$ cat src/rtl/tron_fb_pkg.sv
// Shared constants, types and the pixel-to-word address helper for the
// frame-buffer write side.
package tron_fb_pkg;

  localparam int unsigned SCREEN_W     = 640;
  localparam int unsigned SCREEN_H     = 480;
  localparam int unsigned FB_ROW_WORDS = 320;
  localparam int unsigned FB_WORDS     = 153600;

  typedef enum logic [3:0] {
    COLOR_BLACK = 4'h0,
    COLOR_RED   = 4'h3,
    COLOR_BLUE  = 4'h5,
    COLOR_WHITE = 4'hF
  } fb_color_e;

  typedef enum logic {
    IDLE  = 1'b0,
    CLEAR = 1'b1
  } fb_state_e;

  // Two pixels share a word, so x is halved; y*320 is built from shifts.
  function automatic logic [18:0] fb_word_addr(input logic [9:0] x, input logic [9:0] y);
    logic [18:0] y19;
    logic [18:0] x19;
    y19 = {9'd0, y};
    x19 = {9'd0, x} >> 1;
    return (y19 << 8) + (y19 << 6) + x19;
  endfunction

endpackage

$ cat src/rtl/fb_clear_sweeper.sv
// Full-screen clear sequencer: owns the IDLE/CLEAR state, the sweep counter
// and the busy/done flags, and offers one clear write per cycle to the top.
module fb_clear_sweeper
  import tron_fb_pkg::fb_state_e, tron_fb_pkg::IDLE, tron_fb_pkg::CLEAR;
#(
  parameter int unsigned FB_WORDS = 153600
) (
  input  logic        clk,
  input  logic        rst_n,
  input  logic        clear_start,
  output logic        clear_busy,
  output logic        clear_done,
  output logic        sweep_we,
  output logic [18:0] sweep_addr
);

  fb_state_e   state_q, state_d;
  logic [18:0] cnt_q, cnt_d;
  logic        done_d;
  logic        all_issued;

  // cnt_q is the next address to write; reaching FB_WORDS means the last
  // write has been issued and one drain cycle remains before done.
  assign all_issued = (cnt_q == 19'(FB_WORDS));
  assign clear_busy = (state_q == CLEAR);

  always_comb begin
    state_d    = state_q;
    cnt_d      = cnt_q;
    done_d     = 1'b0;
    sweep_we   = 1'b0;
    sweep_addr = cnt_q;
    if (clear_start) begin
      state_d    = CLEAR;
      sweep_we   = 1'b1;
      sweep_addr = '0;
      cnt_d      = 19'd1;
    end else if (state_q == CLEAR) begin
      if (all_issued) begin
        state_d = IDLE;
        done_d  = 1'b1;
      end else begin
        sweep_we = 1'b1;
        cnt_d    = cnt_q + 19'd1;
      end
    end
  end

  always_ff @(posedge clk or negedge rst_n) begin
    if (!rst_n) begin
      state_q    <= IDLE;
      cnt_q      <= '0;
      clear_done <= 1'b0;
    end else begin
      state_q    <= state_d;
      cnt_q      <= cnt_d;
      clear_done <= done_d;
    end
  end

endmodule

$ cat src/rtl/fb_write_arbiter.sv
// Single write port of the frame-buffer RAM, shared between the red and blue
// trail writers and the clear sweeper, with fully registered RAM outputs.
module fb_write_arbiter
  import tron_fb_pkg::SCREEN_W, tron_fb_pkg::SCREEN_H, tron_fb_pkg::fb_word_addr;
#(
  parameter int unsigned FB_WORDS    = 153600,
  parameter logic [3:0]  CLEAR_COLOR = 4'h0
) (
  input  logic        clk,
  input  logic        rst_n,
  input  logic        clear_start,
  output logic        clear_busy,
  output logic        clear_done,
  input  logic        red_req,
  input  logic [9:0]  red_x,
  input  logic [9:0]  red_y,
  input  logic [3:0]  red_color,
  output logic        red_ack,
  input  logic        blue_req,
  input  logic [9:0]  blue_x,
  input  logic [9:0]  blue_y,
  input  logic [3:0]  blue_color,
  output logic        blue_ack,
  output logic        wr_err,
  output logic        fb_we,
  output logic [18:0] fb_addr,
  output logic [15:0] fb_data
);

  logic        sweep_we;
  logic [18:0] sweep_addr;

  logic        rr_red_loses_q, rr_red_loses_d;
  logic        bike_slot, grant_red, grant_blue, sel_bad;
  logic [9:0]  sel_x, sel_y;
  logic [3:0]  sel_color;

  logic        fb_we_d, red_ack_d, blue_ack_d, wr_err_d;
  logic [18:0] fb_addr_d;
  logic [15:0] fb_data_d;

  fb_clear_sweeper #(.FB_WORDS(FB_WORDS)) u_sweeper (
    .clk        (clk),
    .rst_n      (rst_n),
    .clear_start(clear_start),
    .clear_busy (clear_busy),
    .clear_done (clear_done),
    .sweep_we   (sweep_we),
    .sweep_addr (sweep_addr)
  );

  // Bikes only get the port when no sweep is running or being (re)started.
  always_comb begin
    bike_slot  = !clear_busy && !clear_start;
    grant_red  = bike_slot && red_req && (!blue_req || !rr_red_loses_q);
    grant_blue = bike_slot && blue_req && !grant_red;
    sel_x      = grant_red ? red_x     : blue_x;
    sel_y      = grant_red ? red_y     : blue_y;
    sel_color  = grant_red ? red_color : blue_color;
    sel_bad    = (sel_x >= 10'(SCREEN_W)) || (sel_y >= 10'(SCREEN_H));

    fb_we_d        = 1'b0;
    fb_addr_d      = fb_addr;
    fb_data_d      = fb_data;
    red_ack_d      = 1'b0;
    blue_ack_d     = 1'b0;
    wr_err_d       = 1'b0;
    rr_red_loses_d = rr_red_loses_q;

    if (sweep_we) begin
      fb_we_d   = 1'b1;
      fb_addr_d = sweep_addr;
      fb_data_d = {4'h0, CLEAR_COLOR, 4'h0, CLEAR_COLOR};
    end else if (grant_red || grant_blue) begin
      red_ack_d      = grant_red;
      blue_ack_d     = grant_blue;
      rr_red_loses_d = !rr_red_loses_q;
      // Out-of-range requests are still acked so the requester never stalls.
      if (sel_bad) begin
        wr_err_d = 1'b1;
      end else begin
        fb_we_d   = 1'b1;
        fb_addr_d = fb_word_addr(sel_x, sel_y);
        fb_data_d = {4'h0, sel_color, 4'h0, sel_color};
      end
    end
  end

  always_ff @(posedge clk or negedge rst_n) begin
    if (!rst_n) begin
      fb_we          <= 1'b0;
      fb_addr        <= '0;
      fb_data        <= '0;
      red_ack        <= 1'b0;
      blue_ack       <= 1'b0;
      wr_err         <= 1'b0;
      rr_red_loses_q <= 1'b0;
    end else begin
      fb_we          <= fb_we_d;
      fb_addr        <= fb_addr_d;
      fb_data        <= fb_data_d;
      red_ack        <= red_ack_d;
      blue_ack       <= blue_ack_d;
      wr_err         <= wr_err_d;
      rr_red_loses_q <= rr_red_loses_d;
    end
  end

endmodule

$ cat config.mk
export PLATFORM = sky130hd
export DESIGN_NAME = fb_write_arbiter
export DESIGN_NICKNAME = d
export VERILOG_FILES = /design/src/rtl/tron_fb_pkg.sv /design/src/rtl/fb_clear_sweeper.sv /design/src/rtl/fb_write_arbiter.sv
export SDC_FILE = /design/constraint.sdc
export NUM_CORES = 1
export LEC_CHECK = 0
export ABC_CLOCK_PERIOD_IN_PS = 5200
export BUFFER_PORTS_ARGS = -buffer_cell sky130_fd_sc_hd__buf_4
export CAP_MARGIN = 20
export CORE_ASPECT_RATIO = 1.1
export CORE_UTILIZATION = 43
export DETAILED_ROUTE_END_ITERATION = 16
export PLACE_DENSITY_LB_ADDON = 0.15
export SYNTH_ARGS = -nofsm -noshare
export SYNTH_HDL_FRONTEND = slang
export SYNTH_SLANG_ARGS = --single-unit
export TNS_END_PERCENT = 1
$ cat constraint.sdc
create_clock -name clk -period 5.2 [get_ports clk]
set_input_delay 0.52 -clock clk [delete_from_list [all_inputs] [get_ports clk]]
set_output_delay 0.52 -clock clk [all_outputs]
set_load 0.01 [all_outputs]
After elaboration in Yosys (flattened, before gate mapping)

Index checks and enable logic that the tools add are counted.

Reductions and logical operators: 18
Bitwise logic cells: 1
Add/subtract/negate cells: 3
Eq/ne operators: 3
Magnitude comparators: 2
Multiplexer cells: 29

Operators with widths:

| kind                                                                    | number |
|---|---|
| 19-bit 2-to-1 mux                                                       | 7 |
| 16-bit 2-to-1 mux                                                       | 3 |
| 10-bit 2-to-1 mux                                                       | 2 |
| 18-bit by 16-bit adder with 19-bit output                               | 1 |
| 19-bit by 1-bit adder with 19-bit output, second input constant         | 1 |
| 19-bit by 9-bit adder with 19-bit output                                | 1 |
| 19-bit by 18-bit == test with 1-bit output, second input constant       | 1 |
| 1-bit 2-to-1 mux                                                        | 16 |
| 10-bit >= comparator, second input constant                             | 1 |
| 10-bit by 9-bit >= comparator with 1-bit output, second input constant  | 1 |
| 2-bit AND reduction                                                     | 3 |
| 1-bit logical AND                                                       | 5 |
| 1-bit zero test                                                         | 5 |
| 4-bit 2-to-1 mux                                                        | 1 |
| 2-bit nonzero test                                                      | 2 |
| 1-bit logical OR                                                        | 3 |
| 2-bit by 1-bit inequality test with 1-bit output, second input constant | 1 |
| 2-bit inequality test, second input constant                            | 1 |
| 1-bit NOT                                                               | 1 |

Output and inout bits: 41
Flip-flop bits (word level): 61
Input bits: 53

Depth between registers and ports, before layout

Depth in word-level cells: 10
Depth in mapped cells: 16

Hierarchy

From an unflattened synthesis, not the netlist that was laid out.

Cells, all modules: 379
Area, all modules: 3,512.1 sq um

Modules (own cells, without submodules):

| module           | sequential area each (sq um) | area each (sq um) | times used | cells each |
|---|---|---|---|---|
| fb_write_arbiter | 700.7                        | 2,268.4           | 1          | 237 |
| fb_clear_sweeper | 525.5                        | 1,243.7           | 1          | 142 |

Least setup slack after synthesis

OpenSTA, ideal clock, no wires.

Path type: in2reg
Start point: in clear_start
End point: reg fb_addr[17]
Cell stages on the path: 15
Setup slack: 1.461 ns
Arrival: 3.615 ns
Path buffers: 3
Setup time: 0.124 ns
Cell sequence: buf_4 a211oi_2 nand2_2 inv_2 buf_2 buf_1 nand2_1 nand2_1 fa_1 fa_1 a211oi_1 o21ai_0 o211ai_1 a21oi_1 o31a_1

Cells in the longest elaborated chain, start to end: 10
Elaborated cells between the ends (all ways): 23
Classes of those cells: add/sub (2); order compare (2); eq/ne (1); mux (7); reduce/logical (11)

RTL lines:

| item                                      | line                    | RTL |
|---|---|---|
| start, declared                           | fb_write_arbiter.sv:11  | `input logic clear_start,` |
| 1-bit zero test                           | fb_write_arbiter.sv:54  | `bike_slot = !clear_busy && !clear_start;` |
| 1-bit logical AND                         | fb_write_arbiter.sv:54  |  |
| 1-bit logical AND (2 in a row)            | fb_write_arbiter.sv:55  | `grant_red = bike_slot && red_req && (!blue_req \|\| !rr_red_loses_q);` |
| 10-bit 2-to-1 mux                         | fb_write_arbiter.sv:58  | `sel_y = grant_red ? red_y : blue_y;` |
| 18-bit by 16-bit adder with 19-bit output | tron_fb_pkg.sv:28       | `return (y19 << 8) + (y19 << 6) + x19;` |
| 19-bit by 9-bit adder with 19-bit output  | tron_fb_pkg.sv:28       |  |
| 19-bit 2-to-1 mux                         | fb_write_arbiter.sv:79  | `if (sel_bad) begin` |
| 19-bit 2-to-1 mux                         | fb_write_arbiter.sv:74  | `end else if (grant_red \|\| grant_blue) begin` |
| 19-bit 2-to-1 mux                         | fb_write_arbiter.sv:70  | `if (sweep_we) begin` |
| end signal, assigned                      | fb_write_arbiter.sv:100 | `fb_addr <= fb_addr_d;` |
| end, declared                             | fb_write_arbiter.sv:26  | `output logic [18:0] fb_addr,` |

Parallel ways exist; a longest one is shown, timed or not. The select of a mux whose other input is x is not followed.
A chain may end at the register's enable or synchronous reset.

Final worst setup path

Ends and elaborated chain as after synthesis.

==> impl_metrics.py <==
metrics = {
    "clocking": {
        "cts_root_buf": "clkbuf_8",
        "clk_latency_ns": 0.30,
        "cts_made_buffers": 5,
        "numClockSinks": 49,
        "cts_setup_buffers": 0,
        "cts-htree-levels": 2,
        "cts-hold-fix-buffers": 0,
        "cts_tree": "built",
        "cts.repair.resized": 0,
        "cts_buffer_depth": 2,
        "cts.clk_slew.worst_paths_ns": 0.09,
    },
    "grt": {
        "grt_pass1_vias": 2701,
        "grt_overflow": 0,
        "grt_usage": 0.205,
        "grt_max_degree": 50,
        "grt_pass1_wl_um": 13200,
        "antenna_found_initial": 0,
    },
    "finish": {
        "drive_gt1_frac": 0.249,
        "fin_area_sq_um": 4130,
        "fin_cells": 562,
        "multi_input_area_sq_um": 1960,
        "nets": 532,
        "post-route-util": 0.544,
        "regArea_sq_um": 1230,
        "diodes": 0,
        "nFillCells": 716,
        "area_growth_syn_to_layout_pct": 20.3,
    },
    "floorplanning": {
        "initial_core_util": 0.452,
        "rows": 33,
        "die_h_um": 95.7,
        "fp.coreArea_sq_um": 7600,
        "dieWidth_um": 87.2,
        "ios": 94,
        "die-area_sq_um": 8350,
    },
    "route": {
        "vias": 2949,
        "via_per_inst": 5.25,
        "drc": 0,
        "wl_per_cell_um": 14.6,
        "antenna_left": 0,
        "drt_first_pass_iters": 4,
        "wirelength_um": 8230,
        "first_iter_violations": 153,
    },
    "timing": {
        "max-slew-margin-rel": 0.389,
        "setup-tns-final_ns": 0,
        "max_freq_mhz": 263,
        "setup_violations": 0,
        "period_share": 0.733,
        "timing.final.ws_setup_ns": 1.39,
        "rsz0062_at_grt": "false",
        "worstMarginPinSlew_ns": 0.917,
        "min_period_ns": 3.81,
        "skew_ns": 0.00359,
        "hold_viol": 0,
        "hold_ws_ns": 0.220,
        "slew_violations": 0,
    },
    "yosys": {
        "synth_edf_count": 0,
        "seq_area_frac_synth": 0.357,
        "synth.avg_cell_area_sq_um": 8.89,
        "synth_top_area_share": 0.357,
        "yosys_most_used_dff": "dfrtp_1",
        "yosys-top-cells-area": "dfrtp_1 (36%), ha_1 (7.7%), nand2_1 (6.3%), mux2i_1 (5.0%), buf_4 (3.5%)",
        "ys.warnings.count": 0,
        "synth_seq_cells": 49,
        "ys_types": 59,
        "syn_area_sq_um": 3430,
        "synth_cells": 386,
        "async_flop_share": 1.00,
        "yosysTopAreaCell": "dfrtp_1",
    },
    "worst_hold_path": {
        "hp-class": "in2async",
    },
    "pwr": {
        "power.density_nw_per_um2": 202,
        "cellLeakagePower_nw": 2.00,
        "total_power_mw": 0.836,
        "ir_drop_mv": 0.144,
    },
    "job": {
        "maxCapViolCount": 0,
    },
    "setup_path": {
        "path_cells": "buf_4, a211oi_2, nand2_2, buf_4, inv_2, nand2_1, nand2_1, fa_1, fa_1, a211oi_1, o21ai_0, o211ai_1, a21oi_1, o31a_1",
        "cp.required_ns": 5.39,
        "crit_slowest_cell": "fa_1",
        "crit_type": "in2reg",
        "crit_fanout": 28,
        "slowest_delay_ns": 0.49,
        "crit_arrival_ns": 4.00,
        "crit_path_end_kind": "register",
        "start_kind": "primary input",
    },
    "run_status": {
        "outcome": "finished, final reports clean",
    },
    "placement": {
        "place_area_sq_um": 4020,
        "dp_slack_ns": 1.04,
        "gp_congestion": 0.824,
        "portBuffers": 83,
        "hpwl_um": 6270,
        "placed_cells": 554,
    },
}
cell type report:
| cell class | count | share of cell area |
|---|---|---|
| multi-input cells | 299 | 0.475 |
| flip-flops and latches | 49 | 0.297 |
| repair buffers | 85 | 0.154 |
| well taps | 105 | 0.0318 |
| clock buffers | 6 | 0.0176 |
| inverters | 16 | 0.0145 |
| clock inverters | 2 | 0.00939 |
final timing paths:
| path | startpoint | to | slack, ns | cells after the start |
|---|---|---|---|---|
| setup / recovery | clear_start | fb_addr[17]$_DFFE_PN0P_ | 1.39 | 14 |
| hold / removal | rst_n | u_sweeper.cnt_q[6]$_DFFE_PN0P_ | 0.22 | 1 |
| setup reg to reg | u_sweeper.clear_busy$_DFF_PN0_ | fb_addr[17]$_DFFE_PN0P_ | 1.42 | 13 |
| hold reg to reg | fb_addr[18]$_DFFE_PN0P_ | fb_addr[18]$_DFFE_PN0P_ | 0.50 | 1 |
| max in group asynchronous | rst_n | fb_addr[11]$_DFFE_PN0P_ | 4.56 | 1 |
| min in group clk | red_color[0] | fb_data[8]$_DFFE_PN0P_ | 0.50 | 3 |
flip-flops by register name, summed over array words and instances, names as in the netlist:
| register | flops |
|---|---|
| wr_err | 1 |
| u_sweeper.clear_done | 1 |
| red_ack | 1 |
| fb_addr | 19 |
| fb_data | 4 |
| rr_red_loses_q | 1 |
| fb_we | 1 |
| u_sweeper.cnt_q | 19 |
| blue_ack | 1 |
| u_sweeper.clear_busy | 1 |
layer usage:
metal | share of wire | global-route usage | up-vias
met2 | 0.49 | 0.342 | 65
met1 | 0.47 | 0.281 | 1382
met3 | 0.035 | 0.0274 | 9
met5 | 0 | 0 | -
li1 | - | - | 1493
met4 | 0.012 | 0.0574 | 0
cells in the mapped netlist (all sizes together), types with 2 or more instances:
master / count
nand2: 59
dfrtp: 49
nor2: 28
buf: 25
o21ai: 24
a21oi: 23
ha: 21
mux2i: 17
nand3: 17
inv: 16
nor3: 11
mux2: 7
or3: 7
xnor2: 7
and3: 6
nor4: 6
xor2: 5
a211oi: 4
nand4: 4
nor2b: 4
o211ai: 4
o2bb2ai: 4
o31ai: 4
a31oi: 3
clkbuf: 3
a211o: 2
a41oi: 2
fa: 2
nand2b: 2
nor4b: 2
o2111ai: 2
o31a: 2
report_power, final:
group	switching, mW	internal (mW)
sequential	0.00702	0.387
combinational	0.0919	0.0759
clock	0.129	0.145
logic make-up after synthesis:
family,after synthesis,share of synthesized area
other cells,1,0.00109
xor+xnor,12,0.0306
flops,49,0.357
simple gates,150,0.211
mux,24,0.0725
fa+ha+maj,23,0.0882
buf+inv,45,0.0787
compound gates,82,0.161
layout by cell type, fill, tap and decap left out, types with 2 or more instances in the layout:
cell type	count
a211oi_1	3
a21oi_1	23
a31oi_1	3
a41oi_1	2
and3_1	6
buf_4	85
clkbuf_8	5
conb_1	8
dfrtp_1	49
fa_1	2
ha_1	21
inv_1	14
inv_2	2
mux2_2	7
mux2i_1	17
nand2_1	58
nand2b_1	2
nand3_1	17
nand4_1	3
nor2_1	26
nor2_2	2
nor2b_1	4
nor3_1	11
nor4_1	6
nor4b_1	2
o2111ai_1	2
o211ai_1	4
o21ai_0	21
o21ai_1	3
o2bb2ai_1	4
o31a_1	2
o31ai_2	3
or3_1	6
xnor2_1	7
xor2_1	5
worst max-delay path: cells and delay by family:
family | cells | cell delay, ns
AO/OA/AOI/OAI | 6 | 1.48
adder cells (fa/ha/maj) | 2 | 0.95
buffers and inverters | 3 | 0.73
AND/OR/NAND/NOR | 3 | 0.28
Power figures use the tool's default switching activity.
